===== src/rtl/mgmt_smbus_chan_arb_if.sv =====
// Request/grant bundle between the SMBus relay channels, the arbiter and the frame TX.
interface mgmt_smbus_chan_arb_if #(
   parameter int NUM_CH = 4,
   parameter int EVT_W  = 4
);
   localparam int CH_W = $clog2(NUM_CH);

   logic                      frm_slot;
   logic [NUM_CH-1:0]         req_valid;
   logic [NUM_CH*EVT_W-1:0]   req_evt;
   logic [NUM_CH-1:0]         req_ready;
   logic                      frm_valid;
   logic [CH_W-1:0]           frm_ch;
   logic [EVT_W-1:0]          frm_evt;
   logic                      frm_ack;

   modport master (
      output frm_slot, req_valid, req_evt, frm_ack,
      input  req_ready, frm_valid, frm_ch, frm_evt
   );

   modport slave (
      input  frm_slot, req_valid, req_evt, frm_ack,
      output req_ready, frm_valid, frm_ch, frm_evt
   );
endinterface


===== src/rtl/mgmt_smbus_chan_arb.sv =====
// Round-robin arbiter feeding one SMBus relay event per management frame slot,
// holding it until the frame TX acks or dropping it after TIMEOUT SEND cycles.
module mgmt_smbus_chan_arb #(
   parameter int  NUM_CH  = 4,
   parameter int  EVT_W   = 4,
   parameter int  TIMEOUT = 256,
   localparam int CH_W    = $clog2(NUM_CH)
) (
   input  logic                  clk,
   input  logic                  reset_n,
   input  logic                  enable,
   input  logic                  err_clr,
   mgmt_smbus_chan_arb_if.slave  bus,
   output logic                  busy,
   output logic                  timeout_err,
   output logic [7:0]            drop_cnt
);
   localparam int CNT_W = $clog2(TIMEOUT);

   typedef enum logic {IDLE, SEND} state_t;

   state_t            state_q, state_d;
   logic              frm_valid_q, frm_valid_d;
   logic [CH_W-1:0]   frm_ch_q, frm_ch_d;
   logic [EVT_W-1:0]  frm_evt_q, frm_evt_d;
   logic [CNT_W-1:0]  cnt_q, cnt_d;
   logic [CH_W-1:0]   rr_ptr_q, rr_ptr_d;
   logic              timeout_err_q, timeout_err_d;
   logic [7:0]        drop_cnt_q, drop_cnt_d;

   logic              grant_found;
   logic [CH_W-1:0]   grant_idx;
   logic [CH_W-1:0]   cand;
   logic              accept;
   logic              drop;

   // Search starts just after the last winner so every channel gets a turn.
   always_comb begin
      grant_found = 1'b0;
      grant_idx   = '0;
      cand        = '0;
      for (int k = 1; k <= NUM_CH; k++) begin
         cand = CH_W'((int'(rr_ptr_q) + k) % NUM_CH);
         if (!grant_found && bus.req_valid[cand]) begin
            grant_found = 1'b1;
            grant_idx   = cand;
         end
      end
   end

   assign accept = reset_n && (state_q == IDLE) && enable && bus.frm_slot && grant_found;

   always_comb begin
      state_d       = state_q;
      frm_valid_d   = frm_valid_q;
      frm_ch_d      = frm_ch_q;
      frm_evt_d     = frm_evt_q;
      cnt_d         = cnt_q;
      rr_ptr_d      = rr_ptr_q;
      drop          = 1'b0;
      case (state_q)
         IDLE: begin
            if (accept) begin
               state_d     = SEND;
               frm_valid_d = 1'b1;
               frm_ch_d    = grant_idx;
               frm_evt_d   = bus.req_evt[grant_idx*EVT_W +: EVT_W];
               cnt_d       = '0;
               rr_ptr_d    = grant_idx;
            end
         end
         SEND: begin
            // An ack on the last allowed cycle still counts as delivered.
            if (bus.frm_ack) begin
               state_d     = IDLE;
               frm_valid_d = 1'b0;
            end else if (cnt_q == CNT_W'(TIMEOUT - 1)) begin
               state_d     = IDLE;
               frm_valid_d = 1'b0;
               drop        = 1'b1;
            end else begin
               cnt_d = cnt_q + 1'b1;
            end
         end
         default: state_d = IDLE;
      endcase

      timeout_err_d = timeout_err_q;
      drop_cnt_d    = drop_cnt_q;
      if (err_clr) begin
         timeout_err_d = 1'b0;
         drop_cnt_d    = '0;
      end else if (drop) begin
         timeout_err_d = 1'b1;
         if (drop_cnt_q != 8'hFF) drop_cnt_d = drop_cnt_q + 8'd1;
      end
   end

   always_ff @(posedge clk or negedge reset_n) begin
      if (!reset_n) begin
         state_q       <= IDLE;
         frm_valid_q   <= 1'b0;
         frm_ch_q      <= '0;
         frm_evt_q     <= '0;
         cnt_q         <= '0;
         rr_ptr_q      <= CH_W'(NUM_CH - 1);
         timeout_err_q <= 1'b0;
         drop_cnt_q    <= '0;
      end else begin
         state_q       <= state_d;
         frm_valid_q   <= frm_valid_d;
         frm_ch_q      <= frm_ch_d;
         frm_evt_q     <= frm_evt_d;
         cnt_q         <= cnt_d;
         rr_ptr_q      <= rr_ptr_d;
         timeout_err_q <= timeout_err_d;
         drop_cnt_q    <= drop_cnt_d;
      end
   end

   assign bus.req_ready = accept ? (NUM_CH'(1) << grant_idx) : '0;
   assign bus.frm_valid = frm_valid_q;
   assign bus.frm_ch    = frm_ch_q;
   assign bus.frm_evt   = frm_evt_q;
   assign busy          = (state_q != IDLE);
   assign timeout_err   = timeout_err_q;
   assign drop_cnt      = drop_cnt_q;
endmodule


===== src/flat_wrapper.sv =====
// flat-port wrapper written by rule: the top's interface ports become plain ports
module mgmt_smbus_chan_arb_flat 
#(
   parameter int  NUM_CH  = 4,
   parameter int  EVT_W   = 4,
   parameter int  TIMEOUT = 256,
   localparam int CH_W    = $clog2(NUM_CH)
)
  (clk, reset_n, enable, err_clr, busy, timeout_err, drop_cnt, bus_frm_slot, bus_req_valid, bus_req_evt, bus_frm_ack, bus_req_ready, bus_frm_valid, bus_frm_ch, bus_frm_evt);
  mgmt_smbus_chan_arb_if #(.NUM_CH(NUM_CH), .EVT_W(EVT_W)) bus_i ();
  input  logic clk;
  input  logic reset_n;
  input  logic enable;
  input  logic err_clr;
  output logic busy;
  output logic timeout_err;
  output logic [7:0] drop_cnt;
  input wire logic [$bits(bus_i.frm_slot)-1:0] bus_frm_slot;
  input wire logic [$bits(bus_i.req_valid)-1:0] bus_req_valid;
  input wire logic [$bits(bus_i.req_evt)-1:0] bus_req_evt;
  input wire logic [$bits(bus_i.frm_ack)-1:0] bus_frm_ack;
  output wire logic [$bits(bus_i.req_ready)-1:0] bus_req_ready;
  output wire logic [$bits(bus_i.frm_valid)-1:0] bus_frm_valid;
  output wire logic [$bits(bus_i.frm_ch)-1:0] bus_frm_ch;
  output wire logic [$bits(bus_i.frm_evt)-1:0] bus_frm_evt;
  assign bus_i.frm_slot = bus_frm_slot;
  assign bus_i.req_valid = bus_req_valid;
  assign bus_i.req_evt = bus_req_evt;
  assign bus_i.frm_ack = bus_frm_ack;
  assign bus_req_ready = bus_i.req_ready;
  assign bus_frm_valid = bus_i.frm_valid;
  assign bus_frm_ch = bus_i.frm_ch;
  assign bus_frm_evt = bus_i.frm_evt;
  mgmt_smbus_chan_arb #(.NUM_CH(NUM_CH), .EVT_W(EVT_W), .TIMEOUT(TIMEOUT)) u_core (.clk(clk), .reset_n(reset_n), .enable(enable), .err_clr(err_clr), .bus(bus_i), .busy(busy), .timeout_err(timeout_err), .drop_cnt(drop_cnt));
endmodule

===== config.mk =====
export PLATFORM = sky130hd
export DESIGN_NAME = mgmt_smbus_chan_arb_flat
export DESIGN_NICKNAME = d
export VERILOG_FILES = /design/src/rtl/mgmt_smbus_chan_arb_if.sv /design/src/rtl/mgmt_smbus_chan_arb.sv /design/src/flat_wrapper.sv
export SDC_FILE = /design/constraint.sdc
export NUM_CORES = 1
export LEC_CHECK = 0
export ABC_AREA = 0
export CORE_UTILIZATION = 47
export CTS_BUF_LIST = sky130_fd_sc_hd__clkbuf_8
export CTS_CLUSTER_SIZE = 8
export DETAILED_ROUTE_END_ITERATION = 10
export GPL_TIMING_DRIVEN = 0
export PLACE_DENSITY = 0.81
export SLEW_MARGIN = 20
export SYNTH_ARGS = -nofsm -noshare
export SYNTH_HDL_FRONTEND = slang
export SYNTH_SLANG_ARGS = --single-unit
export TNS_END_PERCENT = 1

===== constraint.sdc =====
create_clock -name clk -period 1.85 [get_ports clk]
set_input_delay 0.185 -clock clk [delete_from_list [all_inputs] [get_ports clk]]
set_output_delay 0.185 -clock clk [all_outputs]
set_load 0.05 [all_outputs]

# --- Word-level counts from Yosys, hierarchy flattened ---
# Index checks and enable logic that the tools add are counted.
word_totals:
  register_bits: 27
  latch_bits: 0
  ram_bits: 0
  mem_bits_ro: 0
  word_cells: 80
  memories: 0
classes:
  addsub: 6
  n_mul: 0
  n_div: 0
  order_cmp: 4
  eq_ne: 6
  shifts: 2
  mux: 37
  bitwise: 1
  n_reduce_logical: 16
ops:
  columns: ["op", "count"]
  rows:
  - ["2-to-1 mux 8 bit", 6]
  - ["2-to-1 mux 1 bit", 19]
  - ["adder 8 x 1 -> 8 bit, second input constant", 2]
  - ["case mux 8 bit (2 select lines)", 1]
  - ["indexed part select 16 x 5 -> 4 bit", 1]
  - ["< comparator 2 x 3 -> 1 bit, second input constant", 4]
  - ["binary-select mux 1 bit (select 2 bit)", 4]
  - ["== test 8 bit, second input constant", 1]
  - ["2-to-1 mux 2 bit", 4]
  - ["inequality test 8 bit, second input constant", 1]
  - ["logical AND 1 bit", 7]
  - ["AND reduction 2 bit", 3]
  - ["adder 2 x 1 -> 2 bit, second input constant", 2]
  - ["adder 2 bit, second input constant", 2]
  - ["2-to-1 mux 4 bit", 1]
  - ["inequality test 2 bit, second input constant", 2]
  - ["case mux 1 bit (2 select lines)", 2]
  - ["nonzero test 2 bit", 2]
  - ["<< shifter 1 x 2 -> 4 bit, first input constant", 1]
  - ["logical NOT 1 bit", 3]
  - ["inequality test 3 bit, second input constant", 1]
  - ["AND reduction 3 bit", 1]
  - ["inequality test 2 x 1 -> 1 bit, second input constant", 1]
  - ["inverter 1 bit", 1]

# --- Longest topological paths before layout ---
# Gate-level depths: netlist (run 1).
depth:
  ltp_word: 16
  ltp_mapped: 7
  ltp_nobuf: 6

# --- Least setup slack after synthesis (run 1) ---
# OpenSTA, ideal clock, no wires.
synth_timing:
  path_kind: "register to output"
  start: "register u_core.state_q (netlist: u_core.busy)"
  end: "output port bus_req_ready[0]"
  t_arrival_ps: 2525
  required_ps: 1665
  slack_ps: -860
  path_stages_with_launch: 6
  path_buffers: 1
  cell_sequence: "dfrtp_1 -> nand4b_1 -> a21oi_1 -> buf_2 -> nand2_1 -> nor3_1"
synth_via:
  elab_chain_len: 6
synth_lines:
  columns: ["item", "line_no", "source"]
  rows:
  - ["start: declaration", "mgmt_smbus_chan_arb.sv:22", "state_t state_q, state_d;"]
  - ["start signal: assignment", "mgmt_smbus_chan_arb.sv:110", "state_q <= state_d;"]
  - ["inverter 1 bit (no line)", null, null]
  - ["logical AND 1 bit (4 in a row)", "mgmt_smbus_chan_arb.sv:51", "assign accept = reset_n && (state_q == IDLE) && enable && bus.frm_slot && grant_found;"]
  - ["2-to-1 mux 4 bit", "mgmt_smbus_chan_arb.sv:121", "assign bus.req_ready = accept ? (NUM_CH'(1) << grant_idx) : '0;"]
  - ["end: declaration", "flat_wrapper.sv:22", "output wire logic [$bits(bus_i.req_ready)-1:0] bus_req_ready;"]
# No other way between the ends.

# --- Final worst setup path (run 1) ---
layout_timing:
  start: "register u_core.rr_ptr_q[1]"
  end: "output port bus_req_ready[3]"
layout_via:
  elab_chain_len: 15
  elab_cells_between_ends: 29
  cone_classes: "4 x add/sub; 1 x shift; 17 x mux; 7 x reduce/logical"
layout_lines:
  columns: ["item", "line_no", "source"]
  rows:
  - ["start: declaration", "mgmt_smbus_chan_arb.sv:27", "logic [CH_W-1:0] rr_ptr_q, rr_ptr_d;"]
  - ["start signal: assignment", "mgmt_smbus_chan_arb.sv:106", "rr_ptr_q <= CH_W'(NUM_CH - 1);"]
  - ["start signal: assignment", "mgmt_smbus_chan_arb.sv:115", "rr_ptr_q <= rr_ptr_d;"]
  - ["adder 2 x 1 -> 2 bit", "mgmt_smbus_chan_arb.sv:43", "cand = CH_W'((int'(rr_ptr_q) + k) % NUM_CH);"]
  - ["binary-select mux 1 bit (select 2 bit)", "mgmt_smbus_chan_arb.sv:44", "if (!grant_found && bus.req_valid[cand]) begin"]
  - ["2-to-1 mux 1 bit (implied by the code)", "mgmt_smbus_chan_arb.sv:44", null]
  - ["2-to-1 mux 1 bit", "mgmt_smbus_chan_arb.sv:44", null]
  - ["logical NOT 1 bit", "mgmt_smbus_chan_arb.sv:44", null]
  - ["logical AND 1 bit", "mgmt_smbus_chan_arb.sv:44", null]
  - ["2-to-1 mux 1 bit", "mgmt_smbus_chan_arb.sv:44", null]
  - ["logical NOT 1 bit", "mgmt_smbus_chan_arb.sv:44", null]
  - ["logical AND 1 bit", "mgmt_smbus_chan_arb.sv:44", null]
  - ["2-to-1 mux 1 bit", "mgmt_smbus_chan_arb.sv:44", null]
  - ["logical NOT 1 bit", "mgmt_smbus_chan_arb.sv:44", null]
  - ["logical AND 1 bit", "mgmt_smbus_chan_arb.sv:44", null]
  - ["2-to-1 mux 2 bit or 2-to-1 mux 1 bit (tied branches)", "mgmt_smbus_chan_arb.sv:44", null]
  - ["<< shifter 1 x 2 -> 4 bit or logical AND 1 bit (tied branches)", "mgmt_smbus_chan_arb.sv:121, mgmt_smbus_chan_arb.sv:51", null]
  - ["2-to-1 mux 4 bit (*)", "mgmt_smbus_chan_arb.sv:121", null]
# Mark *: on every way between the ends. The rest lies on a longest branch, timed or not. The select of a mux whose other input is x is not followed.

==> results of run 1 <==
[through the flow]
step | setup TNS (ps) | worst slack (ps)
6_report | -144.2 | -51.93
3_5_place_dp | -4093 | -1022
3_3_place_gp | -19880 | -1878
2_1_floorplan | -101.5 | -90.92
4_1_cts | -13.62 | -13.62
5_1_grt | -356.4 | -99.96
[worst register-to-register path, stage by stage (launching register included)]
cell       delay [ps]
dfrtp_1           430
ha_4              200
and4b_2           320
o2111ai_4         130
buf_6             170
or3_1             350
a21oi_1           140
[power by group]
part	leakage [nW]	switching, mW	internal (mW)
logic	0.607	0.474	0.371
clock network	0.0255	0.184	0.151
registers	0.347	0.0726	0.690
[metal layers]
layer  share of wire [%]  GRT usage [%]  routed length (um)
met1                  42          29.89                1720
met2                  52          43.84                2109
met3                 3.9          3.736                 158
met4                 1.5          6.122                  60
met5                   0              0                   0
[timing repair]
action                     CTS  global route
pin swaps                    6             7
resized for setup           46            14
gates cloned                 0             0
hold endpoints to repair    25             0
setup endpoints to repair    5            11
setup buffers                8             2
hold buffers                 2             0
[final cells by class]
type / instances / share of cell area (%)
multi-input combinational: 119 / 39.07
sequential: 27 / 29.10
timing repair buffer: 57 / 24.12
tap: 44 / 2.358
buffer: 5 / 2.090
clock buffer: 3 / 1.768
inverter: 8 / 1.286
clock inverter: 1 / 0.2144
[cell usage in the layout (no fill, tap or decap), types with 3 or more instances in the layout]
| master | synthesis | routed |
|---|---|---|
| dfrtp_1 | 25 | 24 |
| clkdlybuf4s50_1 | 0 | 38 |
| nand3_1 | 7 | 7 |
| xnor2_1 | 5 | 5 |
| buf_6 | 1 | 7 |
| nor2_1 | 21 | 18 |
| clkbuf_8 | 0 | 3 |
| nand2_1 | 11 | 10 |
| a211oi_1 | 4 | 4 |
| o221a_2 | 3 | 3 |
| a21oi_1 | 9 | 5 |
| a311oi_1 | 3 | 3 |
| mux2i_1 | 5 | 5 |
| a21oi_2 | 0 | 3 |
| buf_4 | 3 | 12 |
| inv_1 | 8 | 8 |
| o21ai_0 | 7 | 7 |
| nor3_2 | 1 | 4 |
[registers in the layout, summed over array words and instances (netlist names)]
register              cells
u_core.timeout_err        1
u_core.bus.frm_evt        4
u_core.cnt_q              8
u_core.busy               1
u_core.bus.frm_ch         2
u_core.bus.frm_valid      1
u_core.drop_cnt           8
u_core.rr_ptr_q           2
[kinds of logic (layout without fill, tap and decap cells)]
| kind of cell | count (synthesis) | count (layout) |
|---|---|---|
| simple gates | 64 | 64 |
| compound gates | 41 | 41 |
| flops | 27 | 27 |
| buf+inv | 13 | 74 |
| xor+xnor | 7 | 7 |
| mux | 5 | 5 |
| fa+ha+maj | 2 | 2 |
[worst paths after layout]
| kind | endpoint | from | slack (ps) |
|---|---|---|---|
| min in group asynchronous | u_core.rr_ptr_q[1] | reset_n | 620 |
| min reg2reg | u_core.bus.frm_ch[1] | u_core.bus.frm_ch[1] | 500 |
| max reg2reg | u_core.drop_cnt[4] | u_core.cnt_q[1] | 30 |
| max in group asynchronous | u_core.busy | reset_n | 1050 |
| max | bus_req_ready[3] | u_core.rr_ptr_q[1] | -50 |
| min | u_core.drop_cnt[2] | err_clr | 130 |
==> run_results.csv, run 1 <==
group,metric,value,unit
place,dpl.hpwl,2.603,mm
outcome,status,"finished, violations left",
synth,synth_mux_area_share,3.333,%
global_routing,grt_pass1_wl,6.285,mm
floorplanning,row_count,20,
cells_and_area,diodes,0,
outcome,violations,"negative setup slack",
routing,wl_per_cell,15.33,um
floorplanning,initial_core_util,49.18,%
synth,synth_top_cell_area_share,41.67,%
synth,synth_adder_area_share,1.667,%
timing,fin_crit,1902,ps
global_routing,antenna_found_initial,0,
power,p_total,1.942,mW
worst_setup_path,required,1660,ps
floorplanning,core_area,0.003053,sq mm
min_path,holdCritPathClass,"in2reg",
cells_and_area,nFillCells,208,
min_path,hold_path_depth,2,
global_routing,gr-total-overflow,0,
place,place.gp.congestion,0.7950,
synth,yosysTopAreaCell,"dfrtp_1",
cells_and_area,seqCellArea,679.4,sq um
cells_and_area,utilization,76.48,%
timing,timing.final.crit_share,102.8,%
synth,synth_seq_cells,27,
synth,syn_area,0.001501,sq mm
worst_setup_path,crit_path_cell_trace,"a21boi_4 -> nor3_4 -> buf_6 -> nor3_2 -> buf_6",
clock_tree,numCtsBuffers,3,
routing,vias_per_cell,5.504,
timing,worst_slew_pin_slew,521.3,ps
synth,synthCells,159,
clock_tree,cts_max_path_buffers,2,
clock_tree,root_buffer,"clkbuf_8",
worst_setup_path,arrival,1720,ps
routing,wl,4.048,mm
synth,syn_nets,187,
routing,antenna_left,0,
cells_and_area,instances_no_fill,264,
floorplanning,die_h,58.52,um
global_routing,grt_max_degree,26,
worst_setup_path,path_common_cell,"buf_6",
timing,fin_skew,7.274,ps
clock_tree,path_clk_slew,100,ps
timing,slew_headroom,65.14,%
cells_and_area,multi_input_area,912.1,sq um
synth,synth_edf_count,0,
synth,ys.flop_type,"dfrtp_1",
power,ir_drop,0.0005812,V
floorplanning,die-area,0.003425,sq mm
synth,synth_top_family_by_area,"simple AND/OR/NAND/NOR gates",
cells_and_area,finalInstanceArea,0.002335,sq mm
worst_setup_path,crit_buf_inv,2,
synth,synthDistinctLibCells,43,
routing,vias,1453,
timing,rsz0062_at_grt,"true",
timing,fin_hold_ws,127.1,ps
worst_setup_path,ff2ff_path_depth,6,
synth,netlist_top_cells_area,"dfrtp_1 (42%), nor2_1 (5.2%), dfstp_2 (3.5%), mux2i_1 (3.3%), a21oi_1 (3.0%)",
cells_and_area,final_nets,249,
worst_setup_path,path_class,"reg2out",
synth,syn_avg_cell_area,9.443,sq um
clock_tree,cts_tree,"yes",
floorplanning,io_pins,47,
timing,drv_slew,0,
timing,worst_slack,-51.93,ps
worst_setup_path,cp_max_fo,5,
routing,drc,0,
job,cap_violations,0,
worst_setup_path,path_delay_family,"flip-flops",
clock_tree,h-tree-depth,1,
timing,finalSetupViolations,3,
cells_and_area,syn2layout_area_growth,55.50,%
routing,drt_iter0_drc,75,
synth,synthArstFlopShare,100.0,%
synth,synth-seq-area-share,45.17,%
global_routing,grt_util_all_layers,24.12,%
floorplanning,die_w,58.52,um
clock_tree,clkSinkCount,27,
place,port_buffers,45,
worst_setup_path,slowest_delay,590,ps
worst_setup_path,cp.depth,5,
synth,synth_commonest_cells,"dfrtp_1 (25), nor2_1 (21), nand2_1 (11)",
routing,first_pass_iters,4,
synth,synth-compound-area-share,19.67,%
global_routing,grt_pass1_vias,1364,
worst_setup_path,start_kind,"flop",
synth,synth-xor-area-share,4.083,%
timing,fmax,0.5258,GHz
synth,synth_most_common_cell,"dfrtp_1",
worst_setup_path,slowest_stage,"dfstp_2",
power,p_leak,0.9794,nW
synth,synthSimpleGateAreaFrac,21.50,%
place,place_area,0.002038,sq mm
place,post-place-cells,248,
timing,hold_viol,0,
cells_and_area,layout-drive-gt1-share,26.82,%
worst_setup_path,setup.worst_path.end_class,"output port",
clock_tree,clock_latency,270,ps
synth,yosysWarningCount,0,
power,power_density,832.0,mW/mm^2
No activity file was read; power rests on OpenSTA's default activity.
==> inputs of run 2 (changes only) <==
Settings changed: PLACE_DENSITY 0.81 to 0.89.
==> run_results.csv, run 2 (same netlist as run 1, synthesis figures left out) <==
group,metric,value,unit
place,dpl.hpwl,2.641,mm
place,place.gp.congestion,0.8372,
cells_and_area,instances_no_fill,265,
global_routing,antenna_found_initial,0,
worst_setup_path,ff2ff_path_depth,6,
worst_setup_path,arrival,1790,ps
place,post-place-cells,248,
worst_setup_path,required,1660,ps
routing,first_pass_iters,5,
cells_and_area,finalInstanceArea,0.002276,sq mm
job,cap_violations,0,
cells_and_area,multi_input_area,844.6,sq um
timing,tns,-316.6,ps
worst_setup_path,start_kind,"flop",
cells_and_area,final_cell_mix,"clkdlybuf4s50_1 (39), dfrtp_1 (23), nor2_1 (18), buf_4 (13), nand2_1 (10)",
cells_and_area,utilization,74.55,%
timing,fin_crit,1977,ps
outcome,violations,"negative setup slack",
worst_setup_path,path_class,"reg2out",
routing,drc,0,
worst_setup_path,r2r-end,"u_core.bus.frm_evt[1]",
cells_and_area,seqCellArea,680.7,sq um
floorplanning,io_pins,47,
global_routing,grt_pass1_wl,6.051,mm
floorplanning,initial_core_util,49.18,%
min_path,holdCritPathClass,"in2reg",
clock_tree,clkSinkCount,27,
cells_and_area,diodes,0,
place,place_area,0.002038,sq mm
place,pre_cts_ws,-980.9,ps
floorplanning,die-area,0.003425,sq mm
routing,wl_per_cell,15.25,um
timing,rsz0062_at_grt,"true",
global_routing,grt_max_degree,26,
cells_and_area,layout-drive-gt1-share,23.98,%
cells_and_area,nFillCells,202,
worst_setup_path,crit_path_cell_trace,"a21boi_1 -> nor3_2 -> buf_6 -> nor3_2 -> buf_6",
timing,fin_hold_ws,131.5,ps
floorplanning,die_w,58.52,um
global_routing,grt_pass1_vias,1356,
floorplanning,die_h,58.52,um
routing,vias_per_cell,5.626,
clock_tree,clock_latency,270,ps
timing,hold_viol,0,
clock_tree,numCtsBuffers,3,
global_routing,gr-total-overflow,0,
power,p_leak,0.9536,nW
power,ir_drop,0.0004270,V
place,port_buffers,45,
routing,wl,4.040,mm
worst_setup_path,r2r_setup_slack,-10,ps
timing,timing.final.crit_share,106.9,%
clock_tree,cts_tree,"yes",
global_routing,grt_util_all_layers,23.28,%
cells_and_area,final_common_cell,"clkdlybuf4s50_1",
timing,fmax,0.5059,GHz
timing,slew_headroom,64.20,%
timing,finalSetupViolations,5,
timing,worst_slack,-126.9,ps
floorplanning,row_count,20,
min_path,holdPathEnd,"u_core.drop_cnt[2]",
routing,antenna_left,0,
min_path,hp-start,"err_clr",
worst_setup_path,slowest_stage,"dfstp_2",
routing,vias,1491,
clock_tree,path_clk_slew,90,ps
timing,worst_slew_pin_slew,531.3,ps
timing,drv_slew,0,
worst_setup_path,cp_max_fo,5,
worst_setup_path,worstReg2RegStart,"u_core.rr_ptr_q[1]",
routing,drt_iter0_drc,95,
power,power_density,842.6,mW/mm^2
clock_tree,cts_max_path_buffers,2,
worst_setup_path,setup.worst_path.end_class,"output port",
outcome,status,"finished, violations left",
timing,fin_skew,2.519,ps
min_path,hold_path_depth,2,
clock_tree,h-tree-depth,1,
worst_setup_path,crit_buf_inv,2,
worst_setup_path,path_delay_family,"flip-flops",
cells_and_area,syn2layout_area_growth,51.58,%
clock_tree,root_buffer,"clkbuf_8",
floorplanning,core_area,0.003053,sq mm
cells_and_area,final_nets,250,
power,p_total,1.918,mW
worst_setup_path,slowest_delay,610,ps
run 2: worst max path at each step:
stage	start	to	slack (ps)	cells after the start
2_1_floorplan	u_core.busy	bus_req_ready[0]	-90	5
3_3_place_gp	reset_n	bus_req_ready[2]	-1830	6
3_5_place_dp	reset_n	bus_req_ready[2]	-980	6
4_1_cts	u_core.rr_ptr_q[0]	bus_req_ready[0]	-50	5
5_1_grt	u_core.rr_ptr_q[1]	bus_req_ready[3]	-180	5
6_report	u_core.rr_ptr_q[1]	bus_req_ready[3]	-130	5
run 2: final cells by class:
class / instances / share of cell area [%]
Inverter: 8 / 1.319
Clock inverter: 1 / 0.1649
Sequential cell: 27 / 29.91
Buffer: 5 / 2.144
Tap cell: 44 / 2.419
Clock buffer: 3 / 1.814
Multi-Input combinational cell: 119 / 37.11
Timing Repair Buffer: 58 / 25.12
run 2: repair_timing:
item	CTS	global route
pin swaps	4	2
hold buffers	2	0
setup buffers	9	2
endpoints found under the hold margin	25	0
endpoints found under the setup margin	9	12
gates resized for setup	41	8
run 2: per-layer routing:
layer	GRT usage, %	routed length, um
met5	0	0
met4	7.483	70
met3	2.637	203
met2	41.87	2129
met1	29.22	1636
run 2: power breakdown:
group | leakage (nW) | total [mW] | switching (mW) | internal, mW
registers | 0.346 | 0.771 | 0.0801 | 0.691
logic | 0.581 | 0.822 | 0.475 | 0.346
clock network | 0.0269 | 0.325 | 0.176 | 0.149
total | 0.954 | 1.92 | 0.731 | 1.19
